--- config.mk ---
export PLATFORM = sky130hd
export DESIGN_NAME = rx_byte_fifo
export DESIGN_NICKNAME = d
export VERILOG_FILES = /design/src/rtl/calc_pkg.sv /design/src/rtl/sync_fifo_fwft.sv /design/src/rtl/rx_byte_fifo.sv
export SDC_FILE = /design/constraint.sdc
export NUM_CORES = 1
export LEC_CHECK = 0
export ABC_AREA = 1
export BUFFER_PORTS_ARGS = -buffer_cell sky130_fd_sc_hd__buf_2
export CAP_MARGIN = 20
export CORE_UTILIZATION = 45
export CTS_CLUSTER_SIZE = 25
export DETAILED_ROUTE_END_ITERATION = 8
export PLACE_DENSITY = 0.66
export SYNTH_ARGS = -nofsm -noshare
export SYNTH_HDL_FRONTEND = slang
export SYNTH_SLANG_ARGS = --single-unit
--- constraint.sdc ---
create_clock -name clk -period 2.5 [get_ports clk]
set_input_delay 0.125 -clock clk [delete_from_list [all_inputs] [get_ports clk]]
set_output_delay 0.125 -clock clk [all_outputs]
set_load 0.03 [all_outputs]
--- src/rtl/calc_pkg.sv ---
// Shared ASCII constants and character classification for the calculator path.
package calc_pkg;

  localparam logic [7:0] ASC_0     = 8'h30;
  localparam logic [7:0] ASC_9     = 8'h39;
  localparam logic [7:0] ASC_PLUS  = 8'h2B;
  localparam logic [7:0] ASC_MINUS = 8'h2D;
  localparam logic [7:0] ASC_MUL   = 8'h2A;
  localparam logic [7:0] ASC_DIV   = 8'h2F;
  localparam logic [7:0] ASC_EQ    = 8'h3D;
  localparam logic [7:0] ASC_CLR   = 8'h63;

  // True for the characters the calculator understands: digits, operators,
  // '=' and the clear key.
  function automatic logic is_calc_char(input logic [7:0] b);
    logic is_digit;
    logic is_op;
    is_digit = (b >= ASC_0) && (b <= ASC_9);
    is_op    = (b == ASC_PLUS) || (b == ASC_MINUS) || (b == ASC_MUL) ||
               (b == ASC_DIV)  || (b == ASC_EQ)    || (b == ASC_CLR);
    return is_digit || is_op;
  endfunction

endpackage

--- src/rtl/sync_fifo_fwft.sv ---
// Small first-word-fall-through FIFO with a flush-and-write input.
// A flush discards all queued entries and stores wdata_i as the only entry,
// which lets a clear key replace the queue in a single edge.
module sync_fifo_fwft #(
  parameter int DEPTH = 8,
  parameter int WIDTH = 8
) (
  input  logic                       clk,
  input  logic                       rstn,
  input  logic                       push_i,
  input  logic                       flush_i,
  input  logic [WIDTH-1:0]           wdata_i,
  input  logic                       pop_i,
  output logic                       out_valid_o,
  output logic [WIDTH-1:0]           out_data_o,
  output logic [$clog2(DEPTH):0]     count_o
);

  localparam int ADDR_W = $clog2(DEPTH);
  localparam logic [ADDR_W:0] DEPTH_C = (ADDR_W+1)'(DEPTH);

  logic [WIDTH-1:0]  mem [DEPTH];
  logic [ADDR_W-1:0] wr_ptr_q, wr_ptr_d;
  logic [ADDR_W-1:0] rd_ptr_q, rd_ptr_d;
  logic [ADDR_W:0]   count_q, count_d;
  logic              mem_we;
  logic [ADDR_W-1:0] mem_waddr;
  logic              full;
  logic              empty;
  logic              pop_ok;
  logic              push_ok;

  assign full  = (count_q == DEPTH_C);
  assign empty = (count_q == '0);

  // Guard the handshakes locally so the occupancy can never leave 0..DEPTH
  // even if a caller asks for an illegal push or pop.
  assign pop_ok  = pop_i & ~empty;
  assign push_ok = push_i & (~full | pop_ok);

  // Next-state for pointers and occupancy; flush overrides push and pop.
  always_comb begin
    wr_ptr_d  = wr_ptr_q;
    rd_ptr_d  = rd_ptr_q;
    count_d   = count_q;
    mem_we    = 1'b0;
    mem_waddr = wr_ptr_q;
    if (flush_i) begin
      rd_ptr_d  = '0;
      wr_ptr_d  = ADDR_W'(1);
      count_d   = (ADDR_W+1)'(1);
      mem_we    = 1'b1;
      mem_waddr = '0;
    end else begin
      if (push_ok) begin
        mem_we   = 1'b1;
        wr_ptr_d = wr_ptr_q + ADDR_W'(1);
      end
      if (pop_ok) begin
        rd_ptr_d = rd_ptr_q + ADDR_W'(1);
      end
      case ({push_ok, pop_ok})
        2'b10:   count_d = count_q + (ADDR_W+1)'(1);
        2'b01:   count_d = count_q - (ADDR_W+1)'(1);
        default: count_d = count_q;
      endcase
    end
  end

  // Pointer and occupancy registers; contents are dropped on reset.
  always_ff @(posedge clk) begin
    if (!rstn) begin
      wr_ptr_q <= '0;
      rd_ptr_q <= '0;
      count_q  <= '0;
    end else begin
      wr_ptr_q <= wr_ptr_d;
      rd_ptr_q <= rd_ptr_d;
      count_q  <= count_d;
    end
  end

  // Storage array; no reset needed since count gates every read.
  always_ff @(posedge clk) begin
    if (mem_we) begin
      mem[mem_waddr] <= wdata_i;
    end
  end

  assign out_valid_o = ~empty;
  assign out_data_o  = mem[rd_ptr_q];
  assign count_o     = count_q;

endmodule

--- src/rtl/rx_byte_fifo.sv ---
// Receive buffer between the UART receiver and the calculator FSM.
// Turns the receiver's level valid into one request per byte, drops bytes the
// calculator cannot use, flushes on the clear key and flags lost bytes.
// DEPTH must be a power of two and at least 2.
module rx_byte_fifo
  import calc_pkg::*;
#(
  parameter int DEPTH          = 8,
  parameter bit FILTER_EN      = 1'b1,
  parameter bit FLUSH_ON_CLEAR = 1'b1
) (
  input  logic                   clk,
  input  logic                   rstn,
  input  logic                   rx_valid,
  input  logic [7:0]             rx_data,
  output logic                   out_valid,
  output logic [7:0]             out_data,
  input  logic                   out_ready,
  output logic [$clog2(DEPTH):0] count,
  output logic                   overflow,
  input  logic                   ovf_clr
);

  localparam int ADDR_W = $clog2(DEPTH);
  localparam logic [ADDR_W:0] DEPTH_C = (ADDR_W+1)'(DEPTH);

  logic rx_valid_q;
  logic overflow_q, overflow_d;
  logic push_req;
  logic accepted;
  logic is_clr;
  logic flush;
  logic full;
  logic pop;
  logic push;
  logic drop;

  // Previous rx_valid; resets high so a valid already asserted at reset
  // release is not mistaken for a new byte.
  always_ff @(posedge clk) begin
    if (!rstn) begin
      rx_valid_q <= 1'b1;
    end else begin
      rx_valid_q <= rx_valid;
    end
  end

  // Request, filter and admission decisions for the current byte.
  always_comb begin
    push_req = rx_valid & ~rx_valid_q;
    accepted = FILTER_EN ? is_calc_char(rx_data) : 1'b1;
    is_clr   = FLUSH_ON_CLEAR & (rx_data == ASC_CLR);
    full     = (count == DEPTH_C);
    pop      = out_valid & out_ready;
    flush    = push_req & accepted & is_clr;
    push     = push_req & accepted & ~is_clr & (~full | pop);
    drop     = push_req & accepted & ~is_clr & full & ~pop;
  end

  // Sticky overflow: a drop in the same cycle as a clear keeps the flag set.
  always_comb begin
    overflow_d = overflow_q;
    if (drop) begin
      overflow_d = 1'b1;
    end else if (ovf_clr) begin
      overflow_d = 1'b0;
    end
  end

  // Overflow flag register.
  always_ff @(posedge clk) begin
    if (!rstn) begin
      overflow_q <= 1'b0;
    end else begin
      overflow_q <= overflow_d;
    end
  end

  sync_fifo_fwft #(
    .DEPTH (DEPTH),
    .WIDTH (8)
  ) u_fifo (
    .clk         (clk),
    .rstn        (rstn),
    .push_i      (push),
    .flush_i     (flush),
    .wdata_i     (rx_data),
    .pop_i       (pop),
    .out_valid_o (out_valid),
    .out_data_o  (out_data),
    .count_o     (count)
  );

  assign overflow = overflow_q;

endmodule

# Word-level counts from Yosys, hierarchy flattened
# Memories as Yosys holds them, arrays and structs flattened. A register that Yosys moved wholly into a read port is not among the register bits.
# Index checks and enable logic that the tools add are counted.
[classes] addsub=4 order_cmp=2 eq_ne=9 n_mux=13 bitwise_logic=18 reduce_logical=13
[ops] operator="$eq 8x6->1 const B" count=5
[ops] operator="$and 1x1->1" count=10
[ops] operator="$mux 1" count=9
[ops] operator="$mux 3" count=3
[ops] operator="$eq 8x7->1 const B" count=1
[ops] operator="$ge 8x6->1 const B" count=1
[ops] operator="$le 8x6->1 const B" count=1
[ops] operator="$pmux 4 s2" count=1
[ops] operator="$add 3x1->3 const B" count=2
[ops] operator="$logic_or 1x1->1" count=6
[ops] operator="$not 1->1" count=6
[ops] operator="$reduce_bool 2->1" count=3
[ops] operator="$add 4x1->4 const B" count=1
[ops] operator="$eq 4x4->1 const B" count=1
[ops] operator="$logic_not 4->1" count=1
[ops] operator="$sub 4x1->4 const B" count=1
[ops] operator="$reduce_bool 3->1" count=1
[ops] operator="$eq 2x1->1 const B" count=1
[ops] operator="$eq 2x2->1 const B" count=1
[ops] operator="$or 1x1->1" count=2
[ops] operator="$reduce_or 2->1" count=1
[ops] operator="$logic_and 1x1->1" count=1
[totals] regBits=12 mem_bits_rw=64 input_bits=13 output_inout_bits=14 mem_count=1
[memory_table] memory="u_fifo.mem" depth=8 word_bits=8 read_ports=1 rd_ports_with_merged_regs=1 write_ports=1 line_no="sync_fifo_fwft.sv:22" source="logic [WIDTH-1:0] mem [DEPTH];"

# Longest topological paths before layout
# Gate-level depths: netlist of the first run.
[logic_depth] ltp_word=15 mapped_depth=17

# Hierarchy
# From an unflattened synthesis of the first run, not the netlist that was laid out.
[unflattened] cells_unflattened=318 area_unflattened_um2=3457.1
[by_module_without_submodules] module="sync_fifo_fwft" n_inst=1 cells_per_inst=282 area_each_um2=3260.6
[by_module_without_submodules] module="rx_byte_fifo" n_inst=1 cells_per_inst=36 area_each_um2=196.4

# Worst setup path before layout of the first run
# No wires, ideal clock.
[synth_timing] path_type="register to register" from="reg u_fifo.count_q[1], in the netlist u_fifo.count_o[1]" to="reg u_fifo.count_q[3], in the netlist u_fifo.count_o[3]" setup_time_ns=0.113 arrival_ns=2.179 required_ns=2.387 path_slack_ns=0.208 stages_incl_launch_ff=13 n_path_buf=0 period_less_slack_ns=2.292 cell_sequence="dfxtp_1 nor2_1 nand3_1 nand2_2 inv_1 ha_1 ha_1 nand2_1 nand2_1 o21ai_0 nand3_1 nor2_1 nor2_1"
[synth_between] elab_chain_cells=8 word_cells_on_any_way=16 cone_classes="2 x add/sub; 3 x eq/ne; 1 x mux; 8 x bitwise; 2 x reduce/logical"
[synth_rtl] element="start: declaration" line_no="sync_fifo_fwft.sv:25" source="logic [ADDR_W:0] count_q, count_d;"
[synth_rtl] element="start signal: assignment" line_no="sync_fifo_fwft.sv:79" source="count_q <= count_d;"
[synth_rtl] element="$logic_not 4->1 (*)" line_no="sync_fifo_fwft.sv:34" source="assign empty = (count_q == '0);"
[synth_rtl] element="$not 1->1 (*)" line_no="sync_fifo_fwft.sv:90" source="assign out_valid_o = ~empty;"
[synth_rtl] element="via out_valid" line_no="rx_byte_fifo.sv:16" source="output logic out_valid,"
[synth_rtl] element="$and 1x1->1" line_no="rx_byte_fifo.sv:54" source="pop = out_valid & out_ready;"
[synth_rtl] element="$and 1x1->1 (*)" line_no="sync_fifo_fwft.sv:38" source="assign pop_ok = pop_i & ~empty;"
[synth_rtl] element="via u_fifo.pop_ok" line_no="sync_fifo_fwft.sv:30" source="logic pop_ok;"
[synth_rtl] element="$or 1x1->1" line_no="sync_fifo_fwft.sv:39" source="assign push_ok = push_i & (~full | pop_ok);"
[synth_rtl] element="$and 1x1->1" line_no="sync_fifo_fwft.sv:39"
[synth_rtl] element="$eq 2x1->1 / $eq 2x2->1 (equally long branches)" line_no="sync_fifo_fwft.sv:62" source="case ({push_ok, pop_ok})"
[synth_rtl] element="$pmux 4 s2 / $reduce_bool 2->1 (equally long branches)"
# Mark *: on every way through the listed nets, which the timed path passes. The rest lies on a longest branch.
# A chain may end at the register's enable or synchronous reset.

# Final worst setup path of the first run
[layout_timing] from="in rx_valid" to="reg u_fifo.count_q[3], in the netlist u_fifo.count_o[3]"
[layout_between] elab_chain_cells=7 word_cells_on_any_way=11 cone_classes="2 x eq/ne; 1 x mux; 6 x bitwise; 2 x reduce/logical"
[layout_rtl] element="start: declaration" line_no="rx_byte_fifo.sv:14" source="input logic rx_valid,"
[layout_rtl] element="$and 1x1->1 (*)" line_no="rx_byte_fifo.sv:50" source="push_req = rx_valid & ~rx_valid_q;"
[layout_rtl] element="$and 1x1->1 (*)" line_no="rx_byte_fifo.sv:55, rx_byte_fifo.sv:56"
[layout_rtl] element="$and 1x1->1 (2 in a row)" line_no="rx_byte_fifo.sv:56" source="push = push_req & accepted & ~is_clr & (~full | pop);"
[layout_rtl] element="$and 1x1->1" line_no="sync_fifo_fwft.sv:39"
[layout_rtl] element="$eq 2x1->1 / $eq 2x2->1 (equally long branches)" line_no="sync_fifo_fwft.sv:62"
[layout_rtl] element="$pmux 4 s2 / $reduce_bool 2->1 (equally long branches)"
# Every way passes the cells marked *; elsewhere a longest branch is shown, timed or not.

==> out/metrics.yaml, run 1 <==
yosys:
  ys_seq_area_share_pct: 63.9
  synth_area_um2: 3480
  ys_types: 28
  synth_area_leader_cell: "edfxtp_1"
  ys_warn_count: 0
  syn_avg_cell_area_um2: 10.6
  synthArstFlopShare_pct: 0
  synth_area_leaders: "edfxtp_1 (55%), dfxtp_1 (8.6%), nor2_1 (7.9%), nand2_1 (6.5%), o32ai_1 (4.0%)"
  synth_nets: 348
  synthCells: 328
  netlist.area_leader.share_pct: 55.3
  ys_seq_elements: 79
  synth_edf_count: 64
  ys.flop_type: "edfxtp_1"
worst_setup_path:
  path_max_fanout: 6
  crit_chain: "dlygate4sd3_1 -> buf_2 -> nand2_1 -> nor2_1 -> nand3_2 -> nor2_8 -> nand3_4 -> ha_1 -> ha_1 -> nand2_1 -> nand2_1 -> nor2_1 -> nand2_1 -> nand3_1 -> nand2_1 -> nand2_1 -> nor2_1"
  r2r_slack_ns: 0.27
  startpoint_type: "input port"
  arrival_ns: 2.55
  end_kind: "register"
  critPathSlowestCell: "dlygate4sd3_1"
  crit_path_frequent_cell: "nand2_1"
  worstSetupPathType: "input port to register"
  cp.required_ns: 2.74
  max_stage_delay_ns: 0.51
clock_tree:
  cts-root-buf: "clkbuf_8"
  clkTransAtPathRegs_ns: 0.07
  max-clock-path-buffers: 2
  clock_sinks: 79
  clkLatencyLatePin_ns: 0.35
  cts_inserted_buffers: 9
  cts_tree: "yes"
  cts_setup_buffers: 0
  cts.htree.levels: 3
global_routing:
  antenna_found_initial: 0
  grt_max_degree: 33
  grt_pass1_wl_mm: 11.5
  grt.total_usage_pct: 18.8
  grt_overflow: 0
  grt_pass1_vias: 2281
layout:
  drive_above_1_share_pct: 18.7
  nNetsFinal: 390
  num_antenna_cells: 0
  area_growth_pct: 14.6
  fin_cells: 473
timing:
  grt_setup_unrepaired: "no"
  finalCritPeriodShare_pct: 92.6
  clock.fmax_ghz: 0.432
  finalSetupViolations: 0
  tightestPinTransition_ns: 0.329
  skew_ns: 0.0111
  finalSetupTns_ns: 0
  final_hold_viol_count: 0
  drv_slew: 0
  min_period_ns: 2.32
  max_slew_margin_pct: 78.0
floorplanning:
  die_w_um: 89.9
  initial_core_util_pct: 47.2
  ios: 27
  rows: 31
  dieHeight_um: 89.9
  dieArea_um2: 8080
  fp.coreArea_um2: 7370
pwr:
  power.leakage_nw: 1.60
  p_per_area_nw_per_um2: 833
  vdd_drop_max_mv: 0.604
detailed_routing:
  num_vias: 2398
  first_iter_violations: 137
  drtPass1Iterations: 5
  drt-total-wl_mm: 7.17
  route.detailed.drc: 0
  avgRoutedWirePerCell_um: 15.2
  ant_nets: 0
  post_drt_via_cell_ratio: 5.07
min_path:
  hold_class: "input port to register"
run_status:
  status: "complete, no violations"
placement:
  gp_congestion: 0.750
  placed_cells: 457
  hpwl_mm: 4.71
  port_buffers: 26
run:
  max_cap_viol_count: 0
-- cells in the final DEF, fill, tap and decap left out --
master | Yosys | layout
clkbuf_8 | 0 | 9
a21oi_1 | 9 | 9
edfxtp_1 | 64 | 64
nand4_1 | 2 | 2
nand2_4 | 5 | 5
nand3b_1 | 1 | 1
buf_4 | 0 | 14
clkbuf_1 | 7 | 2
nor2_2 | 1 | 1
bufinv_16 | 0 | 1
nand2_2 | 3 | 3
nand3_1 | 6 | 6
nand3_2 | 1 | 1
inv_1 | 24 | 24
o32ai_1 | 16 | 16
nor2_8 | 1 | 1
clkinv_4 | 1 | 2
xor2_1 | 2 | 2
nor3_1 | 1 | 1
nand4_2 | 1 | 1
dlygate4sd3_1 | 0 | 1
ha_1 | 6 | 6
fa_1 | 1 | 1
clkinv_1 | 0 | 1
dfxtp_1 | 15 | 15
nand2_1 | 60 | 60
nand3_4 | 1 | 1
o21ai_0 | 19 | 19
nor2_1 | 73 | 73
inv_2 | 2 | 2
buf_2 | 3 | 26
or2_2 | 2 | 2
clkinv_2 | 0 | 1
or2_0 | 1 | 1
-- metal layers --
metal | share of wire (%) | up-vias | GRT usage [%]
met5 | 0 | - | 0
li1 | - | 1203 | -
met3 | 5.9 | 12 | 4.82
met4 | 1.8 | 0 | 8.33
met2 | 47 | 70 | 30.8
met1 | 45 | 1113 | 23.5
-- where the power goes --
part	switching (mW)	internal (mW)
Sequential	0.0435	1.46
Clock	0.435	0.454
Combinational	0.627	0.303
Total	1.11	2.21
-- area by class of cell --
class / count / area [um2]
tap: 99 / 124
fill: 638 / 3390
multi-input combinational: 212 / 1110
timing repair buffer: 41 / 245
sequential: 79 / 2220
clock inverter: 4 / 47.5
inverter: 27 / 106
clock buffer: 11 / 131
-- through the flow --
stage / setup WS [ns] / power [mW] / util [%] / hold slack [ns] / area (um2)
floorplan: 0.208 / 2.19 / - / 0.224 / 3480
finish: 0.185 / 3.32 / 54.1 / 0.0226 / 3980
detailed placement: 0.218 / 2.46 / 51.5 / 0.365 / 3790
global placement: 0.303 / 2.44 / 51.5 / 0.379 / 3790
global route: 0.0529 / 3.49 / 54.1 / 0.0377 / 3980
CTS: 0.196 / 3.33 / 54.1 / 0.00843 / 3980
-- critical path: cells and delay by family --
family | cells | cell delay (ns)
simple gates | 13 | 1.20
buf+inv | 2 | 0.63
fa+ha+maj | 2 | 0.61
-- cell usage after synthesis, types with 2 or more instances --
cell type  number
clkbuf_1        7
a21oi_1         9
inv_1          24
o32ai_1        16
nand2_4         5
buf_2           3
xor2_1          2
nand4_1         2
or2_2           2
ha_1            6
nand2_1        60
o21ai_0        19
nand2_2         3
nand3_1         6
inv_2           2
edfxtp_1       64
nor2_1         73
dfxtp_1        15
-- cell families (layout without fill, tap and decap cells) --
logic type | count (synthesis) | after routing | share of synthesized area (%)
simple gates | 159 | 159 | 20.5
fa+ha+maj | 7 | 7 | 2.73
xor+xnor | 2 | 2 | 0.504
buf+inv | 37 | 83 | 4.25
compound gates | 44 | 44 | 8.06
flops | 79 | 79 | 63.9
-- worst paths after layout --
kind              start                end  cells after the start
max            rx_valid  u_fifo.count_o[3]                     17
min reg2reg    overflow           overflow                      2
max reg2reg  rx_valid_q  u_fifo.count_o[3]                     16
min             ovf_clr           overflow                      4
-- registers in the layout (all words and copies together) (netlist names), named ones only --
name / cells
overflow: 1
rx_valid_q: 1
u_fifo.count_o: 4
u_fifo.mem: 64
u_fifo.rd_ptr_q: 3
u_fifo.wr_ptr_q: 3
-- repair_timing --
item / 4_1_cts / 5_1_grt
resized for setup: 0 / 0
hold buffers: 1 / 0
hold endpoints to repair: 1 / 0
(Power assumes the default switching activity.)
==> inputs of run 2 (changes only) <==
- clock period: 2.5 -> 2.3 ns (I/O delays scaled with it)
==> run 2 against run 1 <==
Clock power rose by 23%. Final area is 1.3% higher. Register-to-register slack hardly changed. Non-clock buffer count up 1. Flip-flop and latch count is the same. Critical path depth is 7 lower. Die area is the same. Sequential share of layout area fell by 0.71 points. Setup slack improved by 0.076 ns. Power up 12%.
==> out/metrics.yaml, run 2 (synthesis results as in run 1) <==
timing:
  finalSetupTns_ns: 0  # unchanged
  max_slew_margin_pct: 76.8  # -1.3 points
  min_period_ns: 2.04
  finalSetupViolations: 0  # unchanged
  skew_ns: 0.0137  # +0.00260 ns
  finalCritPeriodShare_pct: 88.7
  clock.fmax_ghz: 0.490
  final_hold_viol_count: 0  # unchanged
  drv_slew: 0  # unchanged
  tightestPinTransition_ns: 0.348  # +0.0194 ns
  grt_setup_unrepaired: "no"
clock_tree:
  clkLatencyLatePin_ns: 0.35  # about the same
  cts-root-buf: "clkbuf_8"
  clock_sinks: 79  # unchanged
  clkTransAtPathRegs_ns: 0.08  # about the same
  cts_inserted_buffers: 9  # unchanged
  cts_tree: "yes"
  cts_setup_buffers: 0  # unchanged
  max-clock-path-buffers: 2  # unchanged
  cts.htree.levels: 3  # unchanged
placement:
  postPlaceCellArea_um2: 3810  # +0.40%
  gp_congestion: 0.786  # +4.8%
  port_buffers: 26  # unchanged
  hpwl_mm: 4.77  # +1.3%
floorplanning:
  dieArea_um2: 8080  # unchanged
  ios: 27  # unchanged
  fp.coreArea_um2: 7370  # unchanged
  dieHeight_um: 89.9  # unchanged
  initial_core_util_pct: 47.2  # unchanged
  rows: 31  # unchanged
  die_w_um: 89.9  # unchanged
global_routing:
  antenna_found_initial: 0  # unchanged
  grt_overflow: 0  # unchanged
  grt.total_usage_pct: 18.9  # +0.095 points
  grt_pass1_wl_mm: 11.6  # +0.72%
  grt_max_degree: 33  # unchanged
  grt_pass1_vias: 2329  # +2.1%
detailed_routing:
  ant_nets: 0  # unchanged
  first_iter_violations: 91  # -34%
  post_drt_via_cell_ratio: 5.12  # +0.91%
  avgRoutedWirePerCell_um: 15.1  # -0.57%
  route.detailed.drc: 0  # unchanged
  drtPass1Iterations: 4  # -1
  num_vias: 2430  # +1.3%
  drt-total-wl_mm: 7.16  # -0.15%
layout:
  design_area_um2: 4040  # +1.3%
  final_common_cell: "nor2_1"
  area_growth_pct: 16.0
  largest_register: "u_fifo.mem"
  largest_register_ffs: 64  # unchanged
  drive_above_1_share_pct: 20.2  # +1.5 points
  num_antenna_cells: 0  # unchanged
  nNetsFinal: 391  # +0.26%
  final_cell_mix: "nor2_1 (73), edfxtp_1 (64), nand2_1 (60)"
worst_setup_path:
  cp.required_ns: 2.55  # -0.19 ns
  worstSetupPathType: "register to register"
  arrival_ns: 2.29  # -0.26 ns
  path_max_fanout: 5  # -1
  end_kind: "register"
  startpoint_type: "register"
pwr:
  vdd_drop_max_mv: 0.545  # -9.8%
  p_total_mw: 3.73  # +12%
  p_per_area_nw_per_um2: 924  # +11%
  power.leakage_nw: 1.62  # +1.1%
min_path:
  hold_class: "input port to register"
run_status:
  status: "complete, no violations"
run:
  max_cap_viol_count: 0  # unchanged
-- run 2: routing by layer --
layer	track usage, %	part of all wire, %	vias up
li1	-	-	1202
met1	24.1	47	1163
met2	30.6	47	52
met3	4.82	4.4	13
met4	8.06	1.8	0
met5	0	0	-
-- run 2: final timing paths --
path / to / from / cells after the start / slack [ns]
setup / recovery: u_fifo.count_o[2] / u_fifo.count_o[1] / 10 / 0.26
hold / removal: rx_valid_q / rx_valid / 2 / 0.01
setup reg to reg: u_fifo.count_o[2] / u_fifo.count_o[1] / 10 / 0.26
hold reg to reg: overflow / overflow / 2 / 0.46
-- run 2: power breakdown --
group	internal [mW]	switching, mW
clock network	0.608	0.477
logic	0.332	0.689
registers	1.58	0.0407
total	2.52	1.21
-- run 2: critical path, stage by stage, from the launching register on --
cell     delay (ns)
dfxtp_1        0.36
nor2_1         0.15
nand3_1        0.22
nand3_4        0.14
ha_2           0.24
inv_1          0.09
fa_1           0.39
a21oi_1        0.13
o21ai_0        0.08
o21ai_0        0.07
nor2_1         0.06
-- run 2: cell type report --
type	count	area, um2
Timing Repair Buffer	42	250
Inverter	27	106
Multi-Input combinational cell	212	1120
Clock buffer	10	128
Tap cell	99	124
Sequential cell	79	2220
Clock inverter	6	82.6
Fill cell	677	3330
-- run 2: what timing repair did --
action | CTS | global route
hold buffers | 0 | 0
gates resized for setup | 0 | 3
hold endpoints to repair | 0 | 0
setup endpoints to repair | 0 | 1
-- run 2: per-stage QoR --
| step | util (%) | setup slack, ns | hold slack, ns | std cells |
|---|---|---|---|---|
| 6_report | 54.8 | 0.260 | 0.0125 | 475 |
| 5_1_grt | 54.8 | 0.0639 | 0.00223 | 475 |
| 4_1_cts | 54.6 | 0.128 | 0.00276 | 475 |
| 3_5_place_dp | 51.7 | 0.0951 | 0.368 | 459 |
| 3_3_place_gp | 51.7 | 0.174 | 0.372 | 459 |
| 2_1_floorplan | - | 0.00797 | 0.214 | 328 |
==> inputs of run 3 (changes only) <==
- clock period: 2.3 -> 2.34 ns (I/O delays scaled with it)
==> run 3 against run 2 <==
Clock power down 8%. Count of clock-buffer cells in the layout is 3 higher. Cell count increased by 1.1%. Wire length increased by 0.25%. Combinational power is essentially flat. Worst hold slack improved by 0.011 ns. First-iteration DRC count increased by 58%. Utilization rose by 0.54 points. Largest cell class unchanged. Largest power group unchanged.
==> out/metrics.yaml, run 3 (synthesis results as in run 1) <==
floorplanning:
  dieHeight_um: 89.9  # unchanged
  die_w_um: 89.9  # unchanged
  initial_core_util_pct: 47.2  # unchanged
  rows: 31  # unchanged
  dieArea_um2: 8080  # unchanged
  ios: 27  # unchanged
  fp.coreArea_um2: 7370  # unchanged
detailed_routing:
  avgRoutedWirePerCell_um: 15.0  # -0.79%
  num_vias: 2431  # +0.041%
  ant_nets: 0  # unchanged
  drt-total-wl_mm: 7.18  # +0.25%
  post_drt_via_cell_ratio: 5.06  # -1.0%
  drtPass1Iterations: 4  # unchanged
  first_iter_violations: 144  # +58%
  route.detailed.drc: 0  # unchanged
timing:
  finalSetupTns_ns: 0  # unchanged
  clock.fmax_ghz: 0.463
  final_hold_viol_count: 0  # unchanged
  holdWs_ns: 0.0233  # +0.0108 ns
  tightestPinTransition_ns: 0.341  # -0.00777 ns
  drv_slew: 0  # unchanged
  finalSetupViolations: 0  # unchanged
  min_period_ns: 2.16
  max_slew_margin_pct: 77.3  # +0.52 points
  finalCritPeriodShare_pct: 92.4
  skew_ns: 0.00750  # -0.00621 ns
  grt_setup_unrepaired: "no"
pwr:
  pwr-share-clk_pct: 27.7  # -1.4 points
  p_total_mw: 3.62  # -2.8%
  seqPwrFrac_pct: 44.0  # +0.5 points
  p_comb_share_pct: 28.3  # +0.9 points
  p_switching_mw: 1.18  # -2.5%
  p_sw_share_pct: 32.5  # +0.088 points
  power.leakage_nw: 1.64  # +1.3%
  p_per_area_nw_per_um2: 889  # -3.8%
  power.internal_mw: 2.45  # -2.9%
  vdd_drop_max_mv: 0.499  # -8.3%
placement:
  hpwl_mm: 4.78  # +0.19%
  postPlaceCellArea_um2: 3820  # +0.20%
  port_buffers: 26  # unchanged
  gp_congestion: 0.790  # +0.51%
clock_tree:
  cts_inserted_buffers: 9  # unchanged
  cts-root-buf: "clkbuf_8"
  max-clock-path-buffers: 2  # unchanged
  clock_sinks: 79  # unchanged
  cts.htree.levels: 3  # unchanged
  clkTransAtPathRegs_ns: 0.07  # about the same
  clkLatencyLatePin_ns: 0.34  # about the same
  cts_tree: "yes"
layout:
  design_area_um2: 4080  # +0.99%
  final_cell_mix: "nor2_1 (73), edfxtp_1 (64), nand2_1 (60)"
  num-fill-cells: 644  # -4.9%
  area_growth_pct: 17.2
  largest_register_ffs: 64  # unchanged
  post-route-util_pct: 55.3  # +0.54 points
  num_antenna_cells: 0  # unchanged
  drive_above_1_share_pct: 21.0  # +0.78 points
  nNetsFinal: 396  # +1.3%
  largest_register: "u_fifo.mem"
  final_common_cell: "nor2_1"
worst_setup_path:
  end_kind: "register"
  worstSetupPathType: "input port to register"
  arrival_ns: 2.44  # +0.15 ns
  path_max_fanout: 6  # +1
  cp.required_ns: 2.62  # +0.07 ns
  startpoint_type: "input port"
global_routing:
  grt_pass1_vias: 2360  # +1.3%
  grt_overflow: 0  # unchanged
  antenna_found_initial: 0  # unchanged
  grt_pass1_wl_mm: 11.6  # about the same
  grt.total_usage_pct: 19.1  # +0.21 points
  grt_max_degree: 33  # unchanged
run:
  max_cap_viol_count: 0  # unchanged
run_status:
  status: "complete, no violations"
min_path:
  hold_class: "input port to register"
run 3: cell count changes in the layout (fill, tap and decap cells not counted):
cell	delta
o21ai_0	+1
clkbuf_8	+2
o21ai_1	-1
clkbuf_1	+1
clkinv_1	-1
inv_4	+1
clkinv_2	-1
bufinv_16	-1
dlygate4sd3_1	+1
ha_4	+1
buf_4	+4
inv_6	-1
ha_2	-1
run 3: area by class of cell:
type | count | area [um2] | area share (%)
Clock buffer | 13 | 159 | 3.90
Multi-Input combinational cell | 212 | 1130 | 27.8
Sequential cell | 79 | 2220 | 54.5
Tap cell | 99 | 124 | 3.04
Clock inverter | 3 | 41.3 | 1.01
Inverter | 27 | 106 | 2.61
Timing Repair Buffer | 47 | 290 | 7.12
run 3: stage by stage:
| step | std cells | setup slack (ns) |
|---|---|---|
| after floorplan | 328 | 0.0480 |
| after global placement | 460 | 0.169 |
| after detailed placement | 460 | 0.0704 |
| after CTS | 477 | 0.0440 |
| after global routing | 480 | 0.0456 |
| final | 480 | 0.179 |
run 3: path summary, 6_finish.rpt:
path | startpoint | end | slack, ns | depth (start not counted)
hold reg to reg | overflow | overflow | 0.47 | 2
setup reg to reg | rx_valid_q | u_fifo.count_o[3] | 0.28 | 16
hold / removal | ovf_clr | overflow | 0.02 | 4
setup / recovery | rx_valid | u_fifo.count_o[3] | 0.18 | 17
run 3: per-layer routing:
| layer | share of wire (%) | GRT usage [%] | up-vias | routed length [um] |
|---|---|---|---|---|
| met5 | 0 | 0 | - | 0 |
| met4 | 0.95 | 7.93 | 0 | 68 |
| met3 | 6.8 | 4.31 | 6 | 486 |
| met2 | 48 | 32.3 | 67 | 3470 |
| met1 | 44 | 23.6 | 1142 | 3160 |
| li1 | - | - | 1216 | - |
run 3: worst max-delay path, stage by stage:
cell           delay (ns)
dlygate4sd3_1        0.52
buf_2                0.12
nand2_1              0.05
nor2_1               0.12
nand3_2              0.14
nor2_8               0.19
nand3_4              0.13
ha_4                 0.21
ha_4                 0.28
nand2_1              0.05
nor2_1               0.11
nor2_1               0.05
nand2_1              0.05
nand3_1              0.09
nand2_1              0.08
nand2_1              0.05
nor2_1               0.07
run 3: what timing repair did:
| action | in CTS | in global routing |
|---|---|---|
| setup endpoints to repair | 0 | 2 |
| resized for setup | 0 | 3 |
| hold endpoints to repair | 1 | 0 |
| hold buffers | 1 | 0 |
| buffers inserted | 0 | 3 |
run 3: power by group through the flow:
stage	combinational, mW	sequential (mW)	clock [mW]
after floorplan	0.683	1.66	0
after global placement	0.968	1.62	0
after detailed placement	0.992	1.62	0
after CTS	0.997	1.59	1.03
after global routing	1.16	1.60	1.08
final	1.03	1.59	1.00
